$ cat config.mk
export PLATFORM = sky130hd
export DESIGN_NAME = obj_line_sched
export DESIGN_NICKNAME = d
export VERILOG_FILES = /design/src/rtl/objsched_pkg.sv /design/src/rtl/obj_wr_addr_gen.sv /design/src/rtl/obj_line_sched.sv
export SDC_FILE = /design/constraint.sdc
export NUM_CORES = 1
export LEC_CHECK = 0
export ABC_CLOCK_PERIOD_IN_PS = 1930
export CAP_MARGIN = 20
export CORE_UTILIZATION = 30
export CTS_BUF_LIST = sky130_fd_sc_hd__clkbuf_4
export DETAILED_ROUTE_END_ITERATION = 8
export PLACE_DENSITY_LB_ADDON = 0.12
export SYNTH_ARGS = -nofsm -noshare
export SYNTH_HDL_FRONTEND = slang
export SYNTH_HIERARCHICAL = 1
export SYNTH_SLANG_ARGS = --single-unit
$ cat constraint.sdc
create_clock -name clkm_48MHZ -period 1.93 [get_ports clkm_48MHZ]
set_clock_uncertainty 0.15 [all_clocks]
set_input_delay 0.386 -clock clkm_48MHZ [delete_from_list [all_inputs] [get_ports clkm_48MHZ]]
set_output_delay 0.386 -clock clkm_48MHZ [all_outputs]
set_load 0.05 [all_outputs]
$ cat src/rtl/objsched_pkg.sv
// ---------------------------------------------------------------------------
// objsched_pkg
// Shared definitions for the object line-buffer sequencer:
//   - sched_state_t : sequencer states (IDLE, FETCH, DRAIN, DONE)
//   - F_*           : object RAM field selectors (low two bits of or_addr)
//   - PH_*          : fetch phase on which each field is latched from od
//   - field_of()    : maps a fetch phase to the field presented on or_addr
// ---------------------------------------------------------------------------
package objsched_pkg;

  typedef enum logic [1:0] {
    IDLE  = 2'd0,
    FETCH = 2'd1,
    DRAIN = 2'd2,
    DONE  = 2'd3
  } sched_state_t;

  localparam logic [1:0] F_CODE = 2'd0;
  localparam logic [1:0] F_ATTR = 2'd1;
  localparam logic [1:0] F_Y    = 2'd2;
  localparam logic [1:0] F_X    = 2'd3;

  localparam logic [2:0] PH_CODE = 3'd1;
  localparam logic [2:0] PH_ATTR = 3'd3;
  localparam logic [2:0] PH_Y    = 3'd5;
  localparam logic [2:0] PH_X    = 3'd7;

  // Each field is addressed for two pix_ce ticks; od is latched on the second.
  function automatic logic [1:0] field_of(input logic [2:0] phase);
    return phase[2:1];
  endfunction

endpackage

$ cat src/rtl/obj_wr_addr_gen.sv
// ---------------------------------------------------------------------------
// obj_wr_addr_gen
// Draw stage of the object sequencer. Holds the X position and in-range flag
// of the object handed over by the fetch stage and produces the draw-buffer
// write address/strobe for the eight pixels of that object.
// Ports:
//   clkm_48MHZ, reset : clock, synchronous active-high reset
//   pix_ce            : pixel enable; writes happen only on these ticks
//   load              : capture x_in / in_range_in (end of a slot fetch)
//   drain_end         : last drain tick; the held object is retired after it
//   abort             : line_start; drops the held object immediately
//   x_in, in_range_in : object X and "draw this object" flag
//   phase             : pixel index 0..7 within the object
//   obj_en, hinv      : layer enable, horizontal flip of the address
//   wr_addr, wr_en    : draw-buffer address and one-cycle write strobe
// ---------------------------------------------------------------------------
module obj_wr_addr_gen (
  input  logic       clkm_48MHZ,
  input  logic       reset,
  input  logic       pix_ce,
  input  logic       load,
  input  logic       drain_end,
  input  logic       abort,
  input  logic [7:0] x_in,
  input  logic       in_range_in,
  input  logic [2:0] phase,
  input  logic       obj_en,
  input  logic       hinv,
  output logic [7:0] wr_addr,
  output logic       wr_en
);

  logic       active_reg;
  logic       in_range_reg;
  logic [7:0] x_reg;
  logic       drawing;
  logic [7:0] addr_sum;

  always_ff @(posedge clkm_48MHZ) begin
    if (reset || abort) begin
      active_reg   <= 1'b0;
      in_range_reg <= 1'b0;
      x_reg        <= 8'd0;
    end else if (load) begin
      active_reg   <= 1'b1;
      in_range_reg <= in_range_in;
      x_reg        <= x_in;
    end else if (drain_end) begin
      active_reg   <= 1'b0;
      in_range_reg <= 1'b0;
      x_reg        <= 8'd0;
    end
  end

  assign drawing  = active_reg && in_range_reg;
  assign addr_sum = x_reg + {5'd0, phase};
  // A line_start tick never writes: the buffers swap on that very edge.
  assign wr_en    = pix_ce && !abort && drawing && obj_en;

  // Flip is a bitwise inversion of the wrapped address.
  for (genvar gi = 0; gi < 8; gi++) begin : g_addr_bit
    assign wr_addr[gi] = drawing && (addr_sum[gi] ^ hinv);
  end

endmodule

$ cat src/rtl/obj_line_sched.sv
// ---------------------------------------------------------------------------
// obj_line_sched
// Per-line sequencer for the object double line buffer. Each line it walks
// the object RAM (code, attr, Y, X per slot over eight pix_ce ticks), range
// checks each object against the next line and drives the draw-buffer writes
// one slot behind the fetch. In parallel it reads out and clears the display
// buffer. Buffer roles swap on every line_start.
// Optional feature: define OBJ_LIMIT_EN to cap drawn objects per line at
// MAX_PER_LINE and raise ovf when later in-range objects are dropped.
// Ports:
//   clkm_48MHZ, reset      : clock, synchronous active-high reset
//   pix_ce                 : pixel enable (one clock wide)
//   line_start             : starts a new line (restarts from any state)
//   rd_active              : visible readout window
//   vpos                   : current scan line
//   obj_en, hinv           : layer enable, horizontal flip
//   od                     : object RAM read data
//   or_addr                : object RAM address {slot, field}
//   obj_code/attr/row      : object currently being drawn
//   lnsel                  : draw-buffer select (display buffer is !lnsel)
//   wr_addr, wr_en         : draw-buffer write
//   rd_addr                : display-buffer read address
//   clr_addr, clr_en       : display-buffer clear (one pix_ce behind read)
//   busy                   : FETCH or DRAIN in progress
//   ovf                    : per-line object limit overflow
// ---------------------------------------------------------------------------
module obj_line_sched
  import objsched_pkg::*;
#(
  parameter int NUM_SLOTS    = 32,
  parameter int SLOT_W       = 5,
  parameter int MAX_PER_LINE = 16
) (
  input  logic              clkm_48MHZ,
  input  logic              reset,
  input  logic              pix_ce,
  input  logic              line_start,
  input  logic              rd_active,
  input  logic [7:0]        vpos,
  input  logic              obj_en,
  input  logic              hinv,
  input  logic [7:0]        od,
  output logic [SLOT_W+1:0] or_addr,
  output logic [7:0]        obj_code,
  output logic [7:0]        obj_attr,
  output logic [3:0]        obj_row,
  output logic              lnsel,
  output logic [7:0]        wr_addr,
  output logic              wr_en,
  output logic [7:0]        rd_addr,
  output logic              clr_en,
  output logic [7:0]        clr_addr,
  output logic              busy,
  output logic              ovf
);

  if ((1 << SLOT_W) != NUM_SLOTS || MAX_PER_LINE < 1) begin : g_bad_params
    $error("obj_line_sched: NUM_SLOTS must be 2**SLOT_W and MAX_PER_LINE positive");
  end
  if (field_of(PH_CODE) != F_CODE || field_of(PH_ATTR) != F_ATTR ||
      field_of(PH_Y) != F_Y || field_of(PH_X) != F_X) begin : g_bad_schedule
    $error("obj_line_sched: latch phases do not line up with RAM fields");
  end

  sched_state_t      state_reg;
  logic [2:0]        phase_reg;
  logic [SLOT_W-1:0] slot_reg;
  logic              lnsel_reg;
  // fetch stage
  logic [7:0]        code_reg;
  logic [7:0]        attr_reg;
  logic [3:0]        row_reg;
  logic              in_range_reg;
  // draw stage (X / in_range live in the address generator)
  logic [7:0]        draw_code_reg;
  logic [7:0]        draw_attr_reg;
  logic [3:0]        draw_row_reg;
  // readout
  logic [7:0]        rd_addr_reg;
  logic [7:0]        clr_addr_reg;
  logic              clr_pend_reg;

  logic              fetch_tick;
  logic              handoff;
  logic              drain_end;
  logic              draw_in_range;
  logic [7:0]        y_sum;

  assign fetch_tick = pix_ce && !line_start && (state_reg == FETCH);
  assign handoff    = fetch_tick && (phase_reg == PH_X);
  assign drain_end  = pix_ce && !line_start && (state_reg == DRAIN) && (phase_reg == 3'd7);
  // Objects are checked against the line being prepared, hence the +1.
  assign y_sum      = od + vpos + 8'd1;

`ifdef OBJ_LIMIT_EN
  localparam int CNT_W = $clog2(MAX_PER_LINE + 1);
  logic [CNT_W-1:0] obj_cnt_reg;
  logic             ovf_reg;
  logic             limit_hit;

  assign limit_hit = (obj_cnt_reg >= CNT_W'(MAX_PER_LINE));

  // Counts at hand-over time, so the count only includes objects whose
  // fetch has completed on this line.
  always_ff @(posedge clkm_48MHZ) begin
    if (reset || line_start) begin
      obj_cnt_reg <= '0;
      ovf_reg     <= 1'b0;
    end else if (handoff && in_range_reg) begin
      if (limit_hit) begin
        ovf_reg <= 1'b1;
      end else begin
        obj_cnt_reg <= obj_cnt_reg + 1'b1;
      end
    end
  end

  assign draw_in_range = in_range_reg && !limit_hit;
  assign ovf           = ovf_reg;
`else
  assign draw_in_range = in_range_reg;
  assign ovf           = 1'b0;
`endif

  always_ff @(posedge clkm_48MHZ) begin
    if (reset) begin
      state_reg     <= IDLE;
      phase_reg     <= 3'd0;
      slot_reg      <= '0;
      lnsel_reg     <= 1'b0;
      code_reg      <= 8'd0;
      attr_reg      <= 8'd0;
      row_reg       <= 4'd0;
      in_range_reg  <= 1'b0;
      draw_code_reg <= 8'd0;
      draw_attr_reg <= 8'd0;
      draw_row_reg  <= 4'd0;
      rd_addr_reg   <= 8'd0;
      clr_addr_reg  <= 8'd0;
      clr_pend_reg  <= 1'b0;
    end else if (line_start) begin
      // Restart from any state; whatever the old line was drawing is dropped.
      lnsel_reg     <= ~lnsel_reg;
      state_reg     <= FETCH;
      phase_reg     <= 3'd0;
      slot_reg      <= '0;
      draw_code_reg <= 8'd0;
      draw_attr_reg <= 8'd0;
      draw_row_reg  <= 4'd0;
      rd_addr_reg   <= 8'd0;
      clr_pend_reg  <= 1'b0;
    end else if (pix_ce) begin
      case (state_reg)
        FETCH: begin
          phase_reg <= phase_reg + 3'd1;
          case (phase_reg)
            PH_CODE: code_reg <= od;
            PH_ATTR: attr_reg <= od;
            PH_Y: begin
              row_reg      <= y_sum[3:0];
              in_range_reg <= &y_sum[7:4];
            end
            PH_X: begin
              draw_code_reg <= code_reg;
              draw_attr_reg <= attr_reg;
              draw_row_reg  <= row_reg;
              slot_reg      <= slot_reg + 1'b1;
              if (slot_reg == SLOT_W'(NUM_SLOTS - 1)) begin
                state_reg <= DRAIN;
              end
            end
            default: ;
          endcase
        end
        DRAIN: begin
          phase_reg <= phase_reg + 3'd1;
          if (phase_reg == 3'd7) begin
            state_reg     <= DONE;
            draw_code_reg <= 8'd0;
            draw_attr_reg <= 8'd0;
            draw_row_reg  <= 4'd0;
          end
        end
        default: ;
      endcase

      if (rd_active) begin
        rd_addr_reg <= rd_addr_reg + 8'd1;
      end
      clr_addr_reg <= rd_addr_reg;
      clr_pend_reg <= rd_active;
    end
  end

  obj_wr_addr_gen u_wr_addr_gen (
    .clkm_48MHZ  (clkm_48MHZ),
    .reset       (reset),
    .pix_ce      (pix_ce),
    .load        (handoff),
    .drain_end   (drain_end),
    .abort       (line_start),
    .x_in        (od),
    .in_range_in (draw_in_range),
    .phase       (phase_reg),
    .obj_en      (obj_en),
    .hinv        (hinv),
    .wr_addr     (wr_addr),
    .wr_en       (wr_en)
  );

  assign or_addr  = (state_reg == FETCH) ? {slot_reg, field_of(phase_reg)} : '0;
  assign obj_code = draw_code_reg;
  assign obj_attr = draw_attr_reg;
  assign obj_row  = draw_row_reg;
  assign lnsel    = lnsel_reg;
  assign rd_addr  = rd_addr_reg;
  assign clr_addr = clr_addr_reg;
  // Suppressed on line_start: the buffer it would clear has just become the draw buffer.
  assign clr_en   = pix_ce && !line_start && clr_pend_reg;
  assign busy     = (state_reg == FETCH) || (state_reg == DRAIN);

endmodule

==> impl_results.md <==
* Outcome: finished, violations left
* Failing checks: negative setup slack
* First-iteration detailed-routing DRC count at 84
* Synth Net Count at 486
* FF-to-FF setup slack at 0.06 ns
* Vias in the first global route at 3448
* Final WL at 10350 microns
* Core area at 12110 sq um
* Hold crit path type: in -> reg
* Cell area after synthesis at 3752 sq um
* Initial antenna violation count at 0
* H-tree levels at 3
* Leakage power at 0.002312 uW
* Met3 WL at 574 microns
* Slew Limit Fails at 0
* Die Ht at 113.8 microns
* EDFF count, synth at 0
* Grt ovf at 0
* Cell count after synthesis at 442
* Synth top cells by count: 79 x dfxtp_1, 70 x nor2_1, 59 x a21oi_1
* Post-synth top area share at 42.15%
* R2R Path Start: state_reg[1]
* Worst-Skew Late Latency at 0.42 ns
* WS Path Type: reg -> out
* Fmax at 0.3859 GHz
* RSZ-0062 raised after global routing: true
* WHS Path Cells at 4
* Sw Pwr at 798.6 uW
* Num CTS Buffers at 9
* Drc violations at 0
* Total of max-cap violations at 0
* Peak supply drop at 297.9 uV
* Worst path cell trace: ha_4 -> inv_2 -> fa_2 -> nor2b_4 -> o2111ai_1 -> xnor2_1 -> nor2_4 -> buf_12
* FP Rows at 40
* First-pass GRT wire length at 16990 microns
* Top-count cell post-synth: dfxtp_1
* Final Hold Slack at 0.2416 ns
* Register area share after synthesis at 42.15%
* P&R area growth vs syn at 54.75%
* Power Density at 507.4 nW/um^2
* CTS max path bufs at 2
* Port Buf Inserts at 77
* GRT Resource Usage Total at 16.75%
* Placed insts at 716
* WHS Endpoint: code_reg[1]
* Clock transition at the registers of the reported paths at 0.12 ns
* Met1 wire length at 4559 microns
* Metal2 WL at 5058 microns
* Combinational power share at 15.8%
* Die ar. at 12960 sq um
* Ant. Diodes at 0
* R2R depth at 9
* Startpoint Class: flop
* Root Buffer Master: clkbuf_4
* Post-synth top area cell: dfxtp_1
* Placed cell area at 5296 sq um
* Placer Congestion at 0.7809
* CP required at 1.39 ns
* Top post-synthesis cells by area: dfxtp_1 42%, a21oi_1 7.9%, nor2_1 7.0%
* Final Instance Area at 5807 sq um
* Fin nets at 613
* Crit path largest cell delay at 0.38 ns
* Initial Util at 30.98%
* R2r endpoint: obj_attr[5]
* Non-Filler Instances at 742
* Syn_area_per_cell at 8.489 sq um
* Setup ws final at -0.6614 ns
* Die X at 113.8 microns
* Via density per instance at 4.664
* Routed Antenna Nets at 0
* Seq cells post-synth at 79
* Crit-path max FO at 2
* Post-route clock period utilization at 134.3%
* Sequential Power Share at 55.8%
* Min Tclk post-route at 2.591 ns
* Max stage delay cell, worst path: dfxtp_2
* CTS Hold Buffers Added at 0
* Share of flip-flops with an asynchronous set or reset at 0%
* Clock Power Share at 28.4%
* Top sig layer: met4
* Final hold viol count at 0
* Crit. End Element: output port
* Worst EP arrival at 2.06 ns
* TritonCTS clock tree: done
* Distinct cells, synth at 45
* IO Count at 79
* Main synth FF type: dfxtp_1
* Internal power at 2148 uW
* Final TNS setup at -3.879 ns
* CP Launch Point: u_wr_addr_gen/x_reg[0]
* DR WL/cell at 13.94 microns
* Post-DP HPWL at 7516 microns
* Total vias in the final route at 3461
* Yosys warns at 6
* Worst Min Path Start: od[1]
* Layout cell share with drive strength beyond 1 at 37.11%
* DR pass1 iterations at 4
* Sw Ratio at 27.10%
* Clock sinks at 79
* Setup violators final at 13
* Pin count of the biggest net entering global routing at 22
cells by family after synthesis:
logic type	after synthesis	synth area share, %
AOI/OAI and AO/OA	77	11.27
xor gates and xnor gates	27	6.302
adders and majority gates	21	7.403
buffers and inverters	38	4.368
DFF	79	42.15
muxes	12	3.235
other	1	0.09994
and+or+nand+nor	187	25.18
timing repair:
item,CTS,global route
resized for setup,37,37
gates cloned,2,1
pin swaps,19,9
setup buffers,6,1
endpoints found under the setup margin,31,39
critical path: cells and delay by family, from the launching register on:
family	cells	cell delay [ns]
buf+inv	2	0.18
xor+xnor	1	0.26
compound gates	1	0.12
fa+ha+maj	2	0.49
flops	1	0.38
simple gates	2	0.19
metal layers:
metal | up-vias | track usage (%)
li1 | 1737 | -
met1 | 1635 | 20.16
met2 | 73 | 28.62
met3 | 16 | 5.367
met4 | 0 | 4.762
met5 | - | 0
worst max path at each step:
| stage | to | slack [ns] | depth (start not counted) |
|---|---|---|---|
| 4_1_cts | wr_addr[6] | -0.72 | 8 |
| 3_3_place_gp | draw_in_range | -0.50 | 10 |
| 6_report | wr_addr[6] | -0.66 | 8 |
| 3_5_place_dp | draw_in_range | -0.55 | 10 |
| 5_1_grt | wr_addr[6] | -0.82 | 8 |
| 2_1_floorplan | wr_addr[6] | -0.16 | 6 |
stage by stage:
| step | util (%) | power, uW | setup WS [ns] |
|---|---|---|---|
| floorplan | - | 1886 | -0.1572 |
| global placement | 43.73 | 2084 | -0.4975 |
| detailed placement | 43.73 | 2086 | -0.5471 |
| CTS | 46.30 | 2982 | -0.7195 |
| global route | 47.94 | 3088 | -0.8155 |
| finish | 47.94 | 2946 | -0.6614 |
power groups by stage:
| stage | combinational, uW | sequential [uW] | clock, uW |
|---|---|---|---|
| global route | 502 | 1650 | 940 |
| CTS | 447 | 1640 | 890 |
| floorplan | 193 | 1690 | 0 |
| detailed placement | 405 | 1680 | 0 |
| finish | 464 | 1640 | 838 |
| global placement | 404 | 1680 | 0 |
final cells by class:
type | count | area (sq um)
multi-input combinational | 325 | 2347
tap | 168 | 210.2
clock buffer | 11 | 82.58
inverter | 13 | 48.80
clock inverter | 5 | 25.02
fill | 1193 | 6305
sequential | 79 | 1599
timing repair buffer | 141 | 1494
placed cells by master, fill, tap and decap left out, types with 9 or more instances in the layout:
| cell type | count |
|---|---|
| buf_4 | 86 |
| dfxtp_1 | 71 |
| nor2_1 | 62 |
| a21oi_1 | 49 |
| nand2_1 | 41 |
| buf_12 | 25 |
| nor3b_1 | 16 |
| clkdlybuf4s50_1 | 13 |
| nor3b_2 | 12 |
| ha_1 | 12 |
| xor2_1 | 11 |
| mux2i_1 | 11 |
| clkbuf_4 | 11 |
| nand3_1 | 10 |
| a21oi_2 | 10 |
| xnor2_1 | 10 |
| inv_1 | 9 |
Power figures use the tool's default switching activity.
